### src/rtl/run_sequencer_if.sv
// Start/ack handshake and core-control bundle between the bench-side launcher and run_sequencer.
// The master drives start and done_in; the slave (the sequencer) drives all core controls and status.
interface run_sequencer_if #(
  parameter int CNT_W = 16
);
  logic             start;
  logic             done_in;
  logic             core_run;
  logic             core_clear;
  logic             ack;
  logic             timeout;
  logic             busy;
  logic [CNT_W-1:0] cycle_count;

  modport master (
    output start, done_in,
    input  core_run, core_clear, ack, timeout, busy, cycle_count
  );

  modport slave (
    input  start, done_in,
    output core_run, core_clear, ack, timeout, busy, cycle_count
  );
endinterface

### src/rtl/run_sequencer.sv
// Run controller for the accumulator core: start/ack handshake, core clear, run enable,
// DONE detection and watchdog. All outputs are decoded from flops only.
module run_sequencer #(
  parameter int TIMEOUT_CYCLES = 4096,
  parameter int CNT_W          = 16,
  parameter int CLEAR_CYCLES   = 2
) (
  input logic           clk,
  input logic           reset,
  run_sequencer_if.slave sif
);

  localparam int CLR_W = (CLEAR_CYCLES > 1) ? $clog2(CLEAR_CYCLES) : 1;
  localparam logic [CLR_W-1:0] CLR_LAST = CLR_W'(CLEAR_CYCLES - 1);
  localparam logic [CNT_W-1:0] TMO_LAST = CNT_W'(TIMEOUT_CYCLES - 1);

  typedef enum logic [2:0] {
    S_IDLE  = 3'd0,
    S_HOLD  = 3'd1,
    S_CLEAR = 3'd2,
    S_RUN   = 3'd3,
    S_DONE  = 3'd4
  } state_e;

  state_e           state_q, state_d;
  logic [CLR_W-1:0] clr_cnt_q, clr_cnt_d;
  logic [CNT_W-1:0] cycle_count_q, cycle_count_d;
  logic             timeout_q, timeout_d;

  // done_in is only examined in RUN, so an undriven decoder elsewhere cannot disturb the state.
  always_comb begin
    state_d       = state_q;
    clr_cnt_d     = clr_cnt_q;
    cycle_count_d = cycle_count_q;
    timeout_d     = timeout_q;
    unique case (state_q)
      S_IDLE: begin
        if (sif.start) begin
          state_d       = S_HOLD;
          cycle_count_d = '0;
          timeout_d     = 1'b0;
        end
      end
      S_HOLD: begin
        clr_cnt_d = '0;
        if (!sif.start) state_d = S_CLEAR;
      end
      S_CLEAR: begin
        if (sif.start) begin
          state_d = S_HOLD;
        end else if (clr_cnt_q == CLR_LAST) begin
          state_d = S_RUN;
        end else begin
          clr_cnt_d = clr_cnt_q + 1'b1;
        end
      end
      S_RUN: begin
        // Restart beats DONE, and DONE beats the watchdog when both land on the same edge.
        if (sif.start) begin
          state_d       = S_HOLD;
          cycle_count_d = '0;
          timeout_d     = 1'b0;
        end else begin
          cycle_count_d = cycle_count_q + 1'b1;
          if (sif.done_in) begin
            state_d = S_DONE;
          end else if (cycle_count_q == TMO_LAST) begin
            state_d   = S_DONE;
            timeout_d = 1'b1;
          end
        end
      end
      S_DONE: begin
        if (sif.start) begin
          state_d       = S_HOLD;
          cycle_count_d = '0;
          timeout_d     = 1'b0;
        end
      end
      default: state_d = S_IDLE;
    endcase
  end

  always_ff @(posedge clk or negedge reset) begin
    if (!reset) begin
      state_q       <= S_IDLE;
      clr_cnt_q     <= '0;
      cycle_count_q <= '0;
      timeout_q     <= 1'b0;
    end else begin
      state_q       <= state_d;
      clr_cnt_q     <= clr_cnt_d;
      cycle_count_q <= cycle_count_d;
      timeout_q     <= timeout_d;
    end
  end

  assign sif.core_run    = (state_q == S_RUN);
  assign sif.core_clear  = (state_q == S_HOLD) || (state_q == S_CLEAR);
  assign sif.busy        = (state_q == S_HOLD) || (state_q == S_CLEAR) || (state_q == S_RUN);
  assign sif.ack         = (state_q == S_DONE);
  assign sif.timeout     = timeout_q;
  assign sif.cycle_count = cycle_count_q;

endmodule
### src/flat_wrapper.sv
// flat-port wrapper written by rule: the top's interface ports become plain ports
module run_sequencer_flat 
#(
  parameter int TIMEOUT_CYCLES = 4096,
  parameter int CNT_W          = 16,
  parameter int CLEAR_CYCLES   = 2
)
  (clk, reset, sif_start, sif_done_in, sif_core_run, sif_core_clear, sif_ack, sif_timeout, sif_busy, sif_cycle_count);
  run_sequencer_if #(.CNT_W(CNT_W)) sif_i ();
  input logic clk;
  input logic reset;
  input wire logic [$bits(sif_i.start)-1:0] sif_start;
  input wire logic [$bits(sif_i.done_in)-1:0] sif_done_in;
  output wire logic [$bits(sif_i.core_run)-1:0] sif_core_run;
  output wire logic [$bits(sif_i.core_clear)-1:0] sif_core_clear;
  output wire logic [$bits(sif_i.ack)-1:0] sif_ack;
  output wire logic [$bits(sif_i.timeout)-1:0] sif_timeout;
  output wire logic [$bits(sif_i.busy)-1:0] sif_busy;
  output wire logic [$bits(sif_i.cycle_count)-1:0] sif_cycle_count;
  assign sif_i.start = sif_start;
  assign sif_i.done_in = sif_done_in;
  assign sif_core_run = sif_i.core_run;
  assign sif_core_clear = sif_i.core_clear;
  assign sif_ack = sif_i.ack;
  assign sif_timeout = sif_i.timeout;
  assign sif_busy = sif_i.busy;
  assign sif_cycle_count = sif_i.cycle_count;
  run_sequencer #(.TIMEOUT_CYCLES(TIMEOUT_CYCLES), .CNT_W(CNT_W), .CLEAR_CYCLES(CLEAR_CYCLES)) u_core (.clk(clk), .reset(reset), .sif(sif_i));
endmodule
### config.mk
export PLATFORM = sky130hd
export DESIGN_NAME = run_sequencer_flat
export DESIGN_NICKNAME = d
export VERILOG_FILES = /design/src/rtl/run_sequencer_if.sv /design/src/rtl/run_sequencer.sv /design/src/flat_wrapper.sv
export SDC_FILE = /design/constraint.sdc
export NUM_CORES = 1
export LEC_CHECK = 0
export ABC_AREA = 1
export CORE_UTILIZATION = 35
export CTS_CLUSTER_DIAMETER = 50
export CTS_CLUSTER_SIZE = 16
export DETAILED_ROUTE_END_ITERATION = 8
export PLACE_DENSITY = 0.7
export SETUP_SLACK_MARGIN = 0.5
export SLEW_MARGIN = 30
export SYNTH_ARGS = -nofsm -noshare
export SYNTH_HDL_FRONTEND = slang
export SYNTH_SLANG_ARGS = --single-unit
export TNS_END_PERCENT = 10
### constraint.sdc
create_clock -name clk -period 2.9 [get_ports clk]
set_input_delay 0.435 -clock clk [delete_from_list [all_inputs] [get_ports clk]]
set_output_delay 0.435 -clock clk [all_outputs]
set_load 0.02 [all_outputs]
==> metrics.txt, run 1 <==
# TYPE chip_impl_metric gauge
chip_impl_metric{name="maxSlewHeadroom",unit="%"} 81.7
chip_impl_metric{name="layout_min_cycle_time",unit="ps"} 2110
chip_impl_metric{name="num_antenna_cells",unit=""} 0
chip_impl_metric{name="areaGrowthSynthToFinish",unit="%"} 25.2
chip_impl_metric{name="floorplan.die_area",unit="um2"} 3970
chip_impl_metric{name="power_density",unit="nW/um2"} 662
chip_impl_metric{name="synth.yosys.seq_area_share",unit="%"} 40.3
chip_impl_metric{name="synth_compound_gate_area_share",unit="%"} 6.15
chip_impl_metric{name="finalMaxSlewViolations",unit=""} 0
chip_impl_info{name="critical_path_class",value="reg -> out"} 1
chip_impl_metric{name="yosys.area_share.adder",unit="%"} 0.961
chip_impl_metric{name="fin_area",unit="um2"} 1630
chip_impl_metric{name="asyncSetResetFlopFracSynth",unit="%"} 100
chip_impl_metric{name="fmax",unit="MHz"} 475
chip_impl_info{name="cts.root.buffer_cell",value="sky130_fd_sc_hd__clkbuf_8"} 1
chip_impl_metric{name="grt_antenna_before_repair",unit=""} 0
chip_impl_info{name="holdPathEnd",value="u_core.sif.timeout"} 1
chip_impl_metric{name="grt_overflow",unit=""} 0
chip_impl_info{name="synth_top_family_by_area",value="simple AND/OR/NAND/NOR gates"} 1
chip_impl_metric{name="placement.cell_area",unit="um2"} 1590
chip_impl_metric{name="floorplan.core_area",unit="um2"} 3440
chip_impl_metric{name="final_ws_setup",unit="ps"} 794
chip_impl_metric{name="avgSynthCellArea",unit="um2"} 7.08
chip_impl_metric{name="io_buffers",unit=""} 24
chip_impl_metric{name="first_global_vias",unit=""} 1039
chip_impl_metric{name="worst_skew_pair.late_latency",unit="ps"} 260
chip_impl_metric{name="drtIter0Drc",unit=""} 32
chip_impl_metric{name="filler_cell_count",unit=""} 349
chip_impl_metric{name="postCtsSetupRepairBufs",unit=""} 0
chip_impl_metric{name="static-leakage-power",unit="nW"} 0.839
chip_impl_metric{name="drt_pre_antenna_iters",unit=""} 4
chip_impl_metric{name="clock_skew",unit="ps"} 7.10
chip_impl_info{name="r2r-start",value="u_core.state_q[0]"} 1
chip_impl_metric{name="synth_warnings",unit=""} 0
chip_impl_info{name="reg2reg_to",value="u_core.sif.cycle_count[6]"} 1
chip_impl_metric{name="io_pins",unit=""} 25
chip_impl_metric{name="cts-htree-levels",unit=""} 1
chip_impl_metric{name="placement_rows",unit=""} 21
chip_impl_metric{name="ir_drop",unit="uV"} 288
chip_impl_metric{name="synth.net_count",unit=""} 189
chip_impl_info{name="synthFlopType",value="sky130_fd_sc_hd__dfrtp_1"} 1
chip_impl_metric{name="holdWs",unit="ps"} 472
chip_impl_metric{name="crit_path_max_fanout",unit=""} 5
chip_impl_metric{name="layout.nets",unit=""} 217
chip_impl_metric{name="initial_utilization",unit="%"} 37.8
chip_impl_metric{name="netlist_instances",unit=""} 184
chip_impl_metric{name="route.vias.total",unit=""} 1172
chip_impl_metric{name="fraction_of_the_cycle_the_final_worst_path_needs",unit="%"} 72.6
chip_impl_metric{name="reg2reg_depth",unit=""} 8
chip_impl_metric{name="setup_tns",unit="ps"} 0
chip_impl_metric{name="synth.lib_cells_used.distinct",unit=""} 26
chip_impl_metric{name="muxShareOfSynthArea",unit="%"} 0
chip_impl_metric{name="die_y",unit="um"} 63.0
chip_impl_metric{name="worstHoldPathCells",unit=""} 2
chip_impl_metric{name="post-dp-hpwl",unit="um"} 2040
chip_impl_metric{name="final_hold_viol_count",unit=""} 0
chip_impl_metric{name="final-setup-viol-count",unit=""} 0
chip_impl_metric{name="wire_per_inst",unit="um"} 10.5
chip_impl_info{name="setup.worst_path.end_class",value="output pin"} 1
chip_impl_metric{name="simple_gate_fraction_of_synth_area",unit="%"} 41.8
chip_impl_metric{name="reg2reg_slack",unit="ps"} 1370
chip_impl_metric{name="synth_edf_count",unit=""} 0
chip_impl_metric{name="drv_cap",unit=""} 0
chip_impl_metric{name="worst_slew_pin_slew",unit="ps"} 275
chip_impl_metric{name="grt_max_degree",unit=""} 22
chip_impl_info{name="cts_tree",value="built"} 1
chip_impl_info{name="worstHoldPathType",value="reg -> reg"} 1
chip_impl_metric{name="drc",unit=""} 0
chip_impl_metric{name="syn-cell-area",unit="um2"} 1300
chip_impl_metric{name="cts_resized",unit=""} 0
chip_impl_metric{name="ant_nets",unit=""} 0
chip_impl_metric{name="max_clock_buf_depth",unit=""} 2
chip_impl_metric{name="route.detailed.vias_per_inst",unit=""} 4.56
chip_impl_metric{name="post_synthesis_register_bit_count",unit=""} 21
chip_impl_metric{name="hold_buffers",unit=""} 0
chip_impl_metric{name="timing.critical_path.required",unit="ps"} 2470
chip_impl_metric{name="synth-xor-area-share",unit="%"} 0.672
chip_impl_info{name="status",value="complete, no violations"} 1
chip_impl_metric{name="cts_made_buffers",unit=""} 3
chip_impl_metric{name="path_clk_slew",unit="ps"} 70
chip_impl_metric{name="tritoncts_num_sinks",unit=""} 21
chip_impl_metric{name="proportion_of_layout_cells_with_a_drive_suffix_above_1",unit="%"} 12.3
chip_impl_info{name="rsz0062_at_grt",value="no"} 1
chip_impl_metric{name="die_width",unit="um"} 63.0
chip_impl_metric{name="arrival",unit="ps"} 1670
chip_impl_metric{name="dp_slack",unit="ps"} 1050
chip_impl_info{name="worst_setup_path_start_kind",value="register"} 1
chip_impl_info{name="hold_path_startpoint",value="u_core.sif.timeout"} 1
chip_impl_metric{name="first_pass_grt_wire_length",unit="um"} 4620
chip_impl_metric{name="routabilityCongestion",unit=""} 0.863
chip_impl_metric{name="detail_route.wirelength",unit="um"} 2690
chip_impl_metric{name="grtUsageTotal",unit="%"} 14.9
==> sequential cells by signal (all words and copies together), names as in the netlist <==
signal / count
u_core.state_q: 3
u_core.sif.timeout: 1
u_core.clr_cnt_q: 1
u_core.sif.cycle_count: 16
==> worst max-delay path, stage by stage, from the launching register on <==
cell	delay, ps
sky130_fd_sc_hd__dfrtp_1	450
sky130_fd_sc_hd__nor2_2	190
sky130_fd_sc_hd__inv_1	90
sky130_fd_sc_hd__nor2_1	80
sky130_fd_sc_hd__clkdlybuf4s50_1	600
==> kinds of logic after synthesis <==
| kind of cell | Yosys count |
|---|---|
| adders and majority gates | 1 |
| AOI/OAI and AO/OA | 12 |
| DFF | 21 |
| buffers and inverters | 31 |
| xor gates and xnor gates | 1 |
| and+or+nand+nor | 118 |
==> how the worst max path moves through the flow <==
stage | startpoint | to | slack, ps | depth (start not counted)
after global routing | u_core.state_q[0] | sif_ack | 750 | 4
after global placement | sif_start | u_core.sif.cycle_count[12] | 1070 | 8
after detailed placement | sif_start | u_core.sif.cycle_count[12] | 1050 | 8
after CTS | u_core.state_q[0] | sif_ack | 810 | 4
after floorplan | u_core.sif.cycle_count[1] | u_core.sif.cycle_count[14] | 1510 | 8
final | u_core.state_q[0] | sif_ack | 790 | 4
==> placed cells by master, fill, tap and decap left out, types with 2 or more instances in the layout <==
cell type	synthesis	layout
sky130_fd_sc_hd__nand2_1	50	50
sky130_fd_sc_hd__nor2_1	31	31
sky130_fd_sc_hd__inv_1	25	25
sky130_fd_sc_hd__clkdlybuf4s50_1	0	24
sky130_fd_sc_hd__dfrtp_1	21	21
sky130_fd_sc_hd__nand3_1	15	15
sky130_fd_sc_hd__nand2_2	7	7
sky130_fd_sc_hd__inv_2	4	4
sky130_fd_sc_hd__a21oi_1	4	4
sky130_fd_sc_hd__nor2_2	3	3
sky130_fd_sc_hd__nand4_1	3	3
sky130_fd_sc_hd__clkbuf_8	0	3
sky130_fd_sc_hd__nand3_2	2	2
sky130_fd_sc_hd__a21oi_2	2	2
sky130_fd_sc_hd__nor3_1	2	2
sky130_fd_sc_hd__o21ai_0	2	2
==> cell type report <==
type                    instances  area (um2)  area share, %
multi-input cells             132         646           39.6
flip-flops and latches         21         526           32.2
repair buffers                 25         248           15.2
inverters                      29         109           6.68
well taps                      46        57.6           3.53
clock buffers                   4        45.0           2.76
==> cell usage after synthesis (2+ instances only) <==
master | number | area [um2]
sky130_fd_sc_hd__nor3_1 | 2 | 10.0
sky130_fd_sc_hd__nor2_2 | 3 | 18.8
sky130_fd_sc_hd__nand3_1 | 15 | 75.1
sky130_fd_sc_hd__a21oi_1 | 4 | 20.0
sky130_fd_sc_hd__nand3_2 | 2 | 20.0
sky130_fd_sc_hd__nor2_1 | 31 | 116
sky130_fd_sc_hd__inv_2 | 4 | 15.0
sky130_fd_sc_hd__dfrtp_1 | 21 | 526
sky130_fd_sc_hd__buf_6 | 2 | 22.5
sky130_fd_sc_hd__nand4_1 | 3 | 18.8
sky130_fd_sc_hd__nand2_1 | 50 | 188
sky130_fd_sc_hd__inv_1 | 25 | 93.8
sky130_fd_sc_hd__a21oi_2 | 2 | 17.5
sky130_fd_sc_hd__nand2_2 | 7 | 43.8
sky130_fd_sc_hd__o21ai_0 | 2 | 10.0
==> layer usage <==
layer	GRT usage, %	part of all wire (%)	vias to the layer above
met4	7.56	2.0	0
li1	-	-	627
met3	2.19	2.1	4
met5	0	0	-
met2	21.2	42	18
met1	21.7	54	523
==> power breakdown <==
| group | switching [mW] | internal (mW) |
|---|---|---|
| sequential | 0.0558 | 0.339 |
| clock | 0.0985 | 0.0980 |
| combinational | 0.302 | 0.185 |
==> through the flow <==
stage	power, mW	instances	utilization (%)
finish	1.08	257	47.4
global route	1.16	257	47.4
CTS	1.08	257	47.4
detailed placement	0.885	253	46.1
global placement	0.884	253	46.1
floorplan	0.746	184	-
No activity file was read; power rests on OpenSTA's default activity.
==> run 2: changes to the inputs <==
Settings changed: PLACE_DENSITY 0.7 to 0.72.
Clock period 2.9 ns to 1.7 ns, I/O delays scaled along.
==> metrics.txt, run 2 (synthesis gave the netlist of run 1 again) <==
# TYPE chip_impl_metric gauge
chip_impl_metric{name="areaGrowthSynthToFinish",unit="%"} 32.6
chip_impl_metric{name="wire_per_inst",unit="um"} 10.9
chip_impl_info{name="cts.root.buffer_cell",value="sky130_fd_sc_hd__clkbuf_8"} 1
chip_impl_metric{name="layout_min_cycle_time",unit="ps"} 1440
chip_impl_info{name="rsz0062_at_grt",value="yes"} 1
chip_impl_metric{name="timing.critical_path.required",unit="ps"} 1440
chip_impl_metric{name="detail_route.wirelength",unit="um"} 2920
chip_impl_metric{name="initial_utilization",unit="%"} 37.8
chip_impl_metric{name="drv_cap",unit=""} 0
chip_impl_metric{name="proportion_of_layout_cells_with_a_drive_suffix_above_1",unit="%"} 25.8
chip_impl_metric{name="arrival",unit="ps"} 1180
chip_impl_metric{name="maxSlewHeadroom",unit="%"} 81.9
chip_impl_metric{name="static-leakage-power",unit="nW"} 0.964
chip_impl_metric{name="holdWs",unit="ps"} 322
chip_impl_info{name="layout_common_cells",value="sky130_fd_sc_hd__nand2_1 (48), sky130_fd_sc_hd__nor2_1 (29), sky130_fd_sc_hd__inv_1 (21)"} 1
chip_impl_metric{name="max_clock_buf_depth",unit=""} 2
chip_impl_metric{name="grtUsageTotal",unit="%"} 15.3
chip_impl_metric{name="worst_skew_pair.late_latency",unit="ps"} 270
chip_impl_metric{name="tritoncts_num_sinks",unit=""} 21
chip_impl_metric{name="post_route_non_filler_standard_cell_count",unit=""} 267
chip_impl_metric{name="post-dp-hpwl",unit="um"} 2130
chip_impl_metric{name="numPlacedInstances",unit=""} 255
chip_impl_metric{name="floorplan.die_area",unit="um2"} 3970
chip_impl_metric{name="placement_rows",unit=""} 21
chip_impl_metric{name="grt_max_degree",unit=""} 22
chip_impl_metric{name="route.vias.total",unit=""} 1240
chip_impl_metric{name="fmax",unit="MHz"} 695
chip_impl_metric{name="floorplan.core_area",unit="um2"} 3440
chip_impl_metric{name="die_width",unit="um"} 63.0
chip_impl_metric{name="clock_skew",unit="ps"} 2.14
chip_impl_metric{name="io_buffers",unit=""} 24
chip_impl_metric{name="route.detailed.vias_per_inst",unit=""} 4.64
chip_impl_metric{name="fraction_of_the_cycle_the_final_worst_path_needs",unit="%"} 84.7
chip_impl_metric{name="cts-htree-levels",unit=""} 1
chip_impl_metric{name="setup_tns",unit="ps"} 0
chip_impl_metric{name="layout.core_utilization",unit="%"} 50.2
chip_impl_info{name="worst_setup_path_start_kind",value="register"} 1
chip_impl_metric{name="finalMaxSlewViolations",unit=""} 0
chip_impl_metric{name="reg2reg_depth",unit=""} 9
chip_impl_metric{name="grt_overflow",unit=""} 0
chip_impl_metric{name="drc",unit=""} 0
chip_impl_metric{name="grt_antenna_before_repair",unit=""} 0
chip_impl_metric{name="layout.nets",unit=""} 227
chip_impl_metric{name="worst_slew_pin_slew",unit="ps"} 272
chip_impl_metric{name="first_pass_grt_wire_length",unit="um"} 4680
chip_impl_metric{name="die_y",unit="um"} 63.0
chip_impl_info{name="worstHoldPathType",value="in -> async"} 1
chip_impl_metric{name="io_pins",unit=""} 25
chip_impl_metric{name="ir_drop",unit="uV"} 706
chip_impl_metric{name="drtIter0Drc",unit=""} 43
chip_impl_info{name="cts_tree",value="built"} 1
chip_impl_metric{name="largest_register_ffs",unit=""} 16
chip_impl_info{name="status",value="complete, no violations"} 1
chip_impl_metric{name="first_global_vias",unit=""} 1043
chip_impl_metric{name="ant_nets",unit=""} 0
chip_impl_metric{name="power_density",unit="nW/um2"} 1190
chip_impl_metric{name="num_antenna_cells",unit=""} 0
chip_impl_metric{name="routabilityCongestion",unit=""} 0.869
chip_impl_metric{name="final-setup-viol-count",unit=""} 0
chip_impl_info{name="setup.worst_path.end_class",value="output pin"} 1
chip_impl_metric{name="drt_pre_antenna_iters",unit=""} 4
chip_impl_info{name="critical_path_class",value="reg -> out"} 1
chip_impl_metric{name="crit_path_max_fanout",unit=""} 6
chip_impl_metric{name="final_hold_viol_count",unit=""} 0
chip_impl_info{name="most_common_cell_after_layout_fill_and_taps_aside",value="sky130_fd_sc_hd__nand2_1"} 1
chip_impl_metric{name="path_clk_slew",unit="ps"} 80
chip_impl_metric{name="cts_made_buffers",unit=""} 3
run 2: cell types whose count changed in the layout (fill, tap and decap cells not counted), moves of 4 or more:
cell                              delta
sky130_fd_sc_hd__dlygate4sd2_1      +17
sky130_fd_sc_hd__inv_1               -4
sky130_fd_sc_hd__dfrtp_2             +7
sky130_fd_sc_hd__buf_4              +14
sky130_fd_sc_hd__dfrtp_1             -7
sky130_fd_sc_hd__clkdlybuf4s50_1    -21
run 2: metrics by stage:
stage                     power [mW]  cell area [um2]  setup slack, ps
after detailed placement        1.58             1620             70.6
after CTS                       1.90             1650              284
after global placement          1.57             1620             64.5
after floorplan                 1.30             1320              437
after global routing            2.18             1730              208
final                           2.06             1730              261
run 2: power by group:
| part | switching [mW] | total [mW] | internal (mW) | leakage [nW] |
|---|---|---|---|---|
| combinational | 0.592 | 1.03 | 0.435 | 0.662 |
| sequential | 0.103 | 0.692 | 0.589 | 0.276 |
| clock | 0.174 | 0.338 | 0.164 | 0.0255 |
run 2: path summary, 6_finish.rpt:
path	to	from	slack [ps]
worst max-delay path	sif_core_run	u_core.state_q[1]	260
worst min-delay path	u_core.clr_cnt_q	reset	320
worst max register to register	u_core.state_q[0]	u_core.state_q[1]	330
worst min register to register	u_core.clr_cnt_q	u_core.clr_cnt_q	480
max in group asynchronous	u_core.sif.cycle_count[4]	reset	1140
min in group clk	u_core.clr_cnt_q	u_core.clr_cnt_q	480
run 2: area by class of cell:
type,count,area (um2)
inverter,29,111
multi-input combinational,132,686
timing repair buffer,35,292
fill,342,1720
clock inverter,1,5.00
clock buffer,3,41.3
sequential,21,534
tap,46,57.6
run 2: worst max-delay path: stages, from the launching register on:
cell                      delay, ps
sky130_fd_sc_hd__dfrtp_2        460
sky130_fd_sc_hd__buf_4          160
sky130_fd_sc_hd__nand3_4        100
sky130_fd_sc_hd__inv_2           50
sky130_fd_sc_hd__buf_4          150
run 2: repair_timing:
item / in CTS / in global routing
endpoints found under the hold margin: 0 / 0
pin swaps: 2 / 3
setup buffers: 0 / 8
hold buffers: 0 / 0
setup endpoints to repair: 40 / 41
resized for setup: 42 / 7
run 2: per-layer routing:
layer	GRT usage [%]	up-vias	routed length, um
met5	0	-	0
met4	8.72	0	73
met3	1.82	4	123
met2	21.1	28	1310
met1	22.6	562	1410
li1	-	646	-
==> run 3: changes to the inputs <==
Settings changed: PLACE_DENSITY 0.72 to 0.7.
Clock period 1.7 ns to 1.4 ns, I/O delays scaled along.
==> metrics.txt, run 3 (synthesis gave the netlist of run 1 again) <==
# TYPE chip_impl_metric gauge
chip_impl_metric{name="power_density",unit="nW/um2"} 1480
chip_impl_metric{name="largest_register_ffs",unit=""} 16
chip_impl_metric{name="grt_antenna_before_repair",unit=""} 0
chip_impl_metric{name="max_clock_buf_depth",unit=""} 2
chip_impl_metric{name="num_antenna_cells",unit=""} 0
chip_impl_metric{name="initial_utilization",unit="%"} 37.8
chip_impl_metric{name="io_pins",unit=""} 25
chip_impl_metric{name="finalMaxSlewViolations",unit=""} 0
chip_impl_info{name="r2r-start",value="u_core.state_q[1]"} 1
chip_impl_metric{name="cts-htree-levels",unit=""} 1
chip_impl_metric{name="die_y",unit="um"} 63.0
chip_impl_info{name="worst_setup_path_start_kind",value="register"} 1
chip_impl_metric{name="crit_path_max_fanout",unit=""} 4
chip_impl_metric{name="maxSlewHeadroom",unit="%"} 81.9
chip_impl_metric{name="post_route_non_filler_standard_cell_count",unit=""} 281
chip_impl_info{name="cts_tree",value="built"} 1
chip_impl_metric{name="drc",unit=""} 0
chip_impl_metric{name="route.detailed.vias_per_inst",unit=""} 4.59
chip_impl_metric{name="io_buffers",unit=""} 24
chip_impl_metric{name="proportion_of_layout_cells_with_a_drive_suffix_above_1",unit="%"} 40.0
chip_impl_metric{name="reg2reg_slack",unit="ps"} 40
chip_impl_metric{name="worst_skew_pair.late_latency",unit="ps"} 260
chip_impl_metric{name="worst_slew_pin_slew",unit="ps"} 272
chip_impl_metric{name="grtUsageTotal",unit="%"} 17.4
chip_impl_metric{name="grt_overflow",unit=""} 0
chip_impl_info{name="cts.root.buffer_cell",value="sky130_fd_sc_hd__clkbuf_8"} 1
chip_impl_metric{name="detail_route.wirelength",unit="um"} 3280
chip_impl_metric{name="final_ws_setup",unit="ps"} 36.8
chip_impl_metric{name="floorplan.core_area",unit="um2"} 3440
chip_impl_metric{name="wire_per_inst",unit="um"} 11.7
chip_impl_metric{name="arrival",unit="ps"} 1520
chip_impl_info{name="status",value="complete, no violations"} 1
chip_impl_metric{name="timing.critical_path.required",unit="ps"} 1560
chip_impl_metric{name="first_global_vias",unit=""} 1279
chip_impl_metric{name="drt_pre_antenna_iters",unit=""} 4
chip_impl_metric{name="drv_cap",unit=""} 0
chip_impl_info{name="launch_point_of_the_worst_path",value="u_core.state_q[1]"} 1
chip_impl_metric{name="first_pass_grt_wire_length",unit="um"} 5440
chip_impl_metric{name="floorplan.die_area",unit="um2"} 3970
chip_impl_info{name="rsz0062_at_grt",value="yes"} 1
chip_impl_info{name="layout_common_cells",value="sky130_fd_sc_hd__nand2_1 (40), sky130_fd_sc_hd__nor2_1 (23), sky130_fd_sc_hd__buf_4 (21)"} 1
chip_impl_metric{name="reg2reg_depth",unit=""} 10
chip_impl_metric{name="path_clk_slew",unit="ps"} 80
chip_impl_metric{name="cts_made_buffers",unit=""} 3
chip_impl_metric{name="layout.nets",unit=""} 241
chip_impl_metric{name="layout_min_cycle_time",unit="ps"} 1360
chip_impl_metric{name="post-dp-hpwl",unit="um"} 2280
chip_impl_info{name="cp-endpoint",value="u_core.state_q[1]"} 1
chip_impl_info{name="setup.worst_path.end_class",value="register"} 1
chip_impl_metric{name="final-setup-viol-count",unit=""} 0
chip_impl_metric{name="placement.cell_area",unit="um2"} 1740
chip_impl_metric{name="routabilityCongestion",unit=""} 0.853
chip_impl_info{name="reg2reg_to",value="u_core.state_q[1]"} 1
chip_impl_metric{name="route.vias.total",unit=""} 1289
chip_impl_metric{name="grt_max_degree",unit=""} 22
chip_impl_metric{name="fin_area",unit="um2"} 2000
chip_impl_metric{name="ir_drop",unit="uV"} 1020
chip_impl_metric{name="numPlacedInstances",unit=""} 271
chip_impl_metric{name="areaGrowthSynthToFinish",unit="%"} 53.7
chip_impl_info{name="critical_path_class",value="reg -> reg"} 1
chip_impl_metric{name="die_width",unit="um"} 63.0
chip_impl_info{name="worstHoldPathType",value="in -> async"} 1
chip_impl_metric{name="tritoncts_num_sinks",unit=""} 21
chip_impl_info{name="most_common_cell_after_layout_fill_and_taps_aside",value="sky130_fd_sc_hd__nand2_1"} 1
chip_impl_metric{name="filler_cell_count",unit=""} 293
chip_impl_metric{name="static-leakage-power",unit="nW"} 1.06
chip_impl_metric{name="drtIter0Drc",unit=""} 29
chip_impl_metric{name="fmax",unit="MHz"} 734
chip_impl_metric{name="placement_rows",unit=""} 21
chip_impl_metric{name="dp_slack",unit="ps"} -121
chip_impl_metric{name="layout.core_utilization",unit="%"} 58.2
chip_impl_metric{name="clock_skew",unit="ps"} 1.29
chip_impl_metric{name="ant_nets",unit=""} 0
chip_impl_metric{name="final_hold_viol_count",unit=""} 0
chip_impl_metric{name="fraction_of_the_cycle_the_final_worst_path_needs",unit="%"} 97.4
run 3: metrics by stage:
stage / hold WS [ps] / setup TNS, ps / power, mW
after floorplan: -85.6 / 0 / 1.57
after global placement: 461 / -860 / 2.18
after detailed placement: 463 / -1160 / 2.18
after CTS: 305 / 0 / 2.77
after global routing: 321 / -193 / 3.15
final: 286 / 0 / 2.97
run 3: final cells by class:
cell class	instances	area, um2	area share [%]
Timing Repair Buffer	49	429	21.4
Multi-Input combinational cell	132	818	40.9
Clock buffer	3	41.3	2.06
Sequential cell	21	534	26.7
Clock inverter	1	5.00	0.250
Inverter	29	116	5.81
Tap cell	46	57.6	2.88
run 3: report_power, final:
part	total, mW	switching [mW]	internal, mW
clock	0.398	0.200	0.198
sequential	0.837	0.121	0.715
combinational	1.73	0.924	0.810
total	2.97	1.25	1.72
run 3: worst max-delay path, cell delays in order, from the launching register on:
cell                      delay, ps
sky130_fd_sc_hd__dfrtp_2        450
sky130_fd_sc_hd__buf_6          140
sky130_fd_sc_hd__nand3_4        130
sky130_fd_sc_hd__inv_4           50
sky130_fd_sc_hd__buf_6          110
sky130_fd_sc_hd__nand2_4         60
sky130_fd_sc_hd__nor2_4          40
sky130_fd_sc_hd__nand2_4        100
sky130_fd_sc_hd__nand2_4         70
sky130_fd_sc_hd__nand2_2         70
sky130_fd_sc_hd__nand2_2         50
run 3: layer usage:
metal  vias up  part of all wire, %  global-route usage [%]
met5         -                    0                       0
met4         0                  1.3                    6.98
li1        680                    -                       -
met1       588                   46                    21.4
met3         4                  1.6                    1.64
met2        17                   51                    30.9
run 3: worst min path at each step:
stage	start	to	slack, ps	depth (start not counted)
6_report	reset	u_core.state_q[0]	290	2
2_1_floorplan	reset	u_core.clr_cnt_q	-90	0
5_1_grt	reset	u_core.state_q[0]	320	2
3_5_place_dp	u_core.sif.timeout	u_core.sif.timeout	460	2
3_3_place_gp	u_core.sif.timeout	u_core.sif.timeout	460	2
4_1_cts	reset	u_core.state_q[0]	300	2
run 3: what timing repair did:
item	CTS	global route
endpoints found under the setup margin	42	42
setup buffers	4	2
pin swaps	15	19
hold buffers	0	0
gates resized for setup	62	36
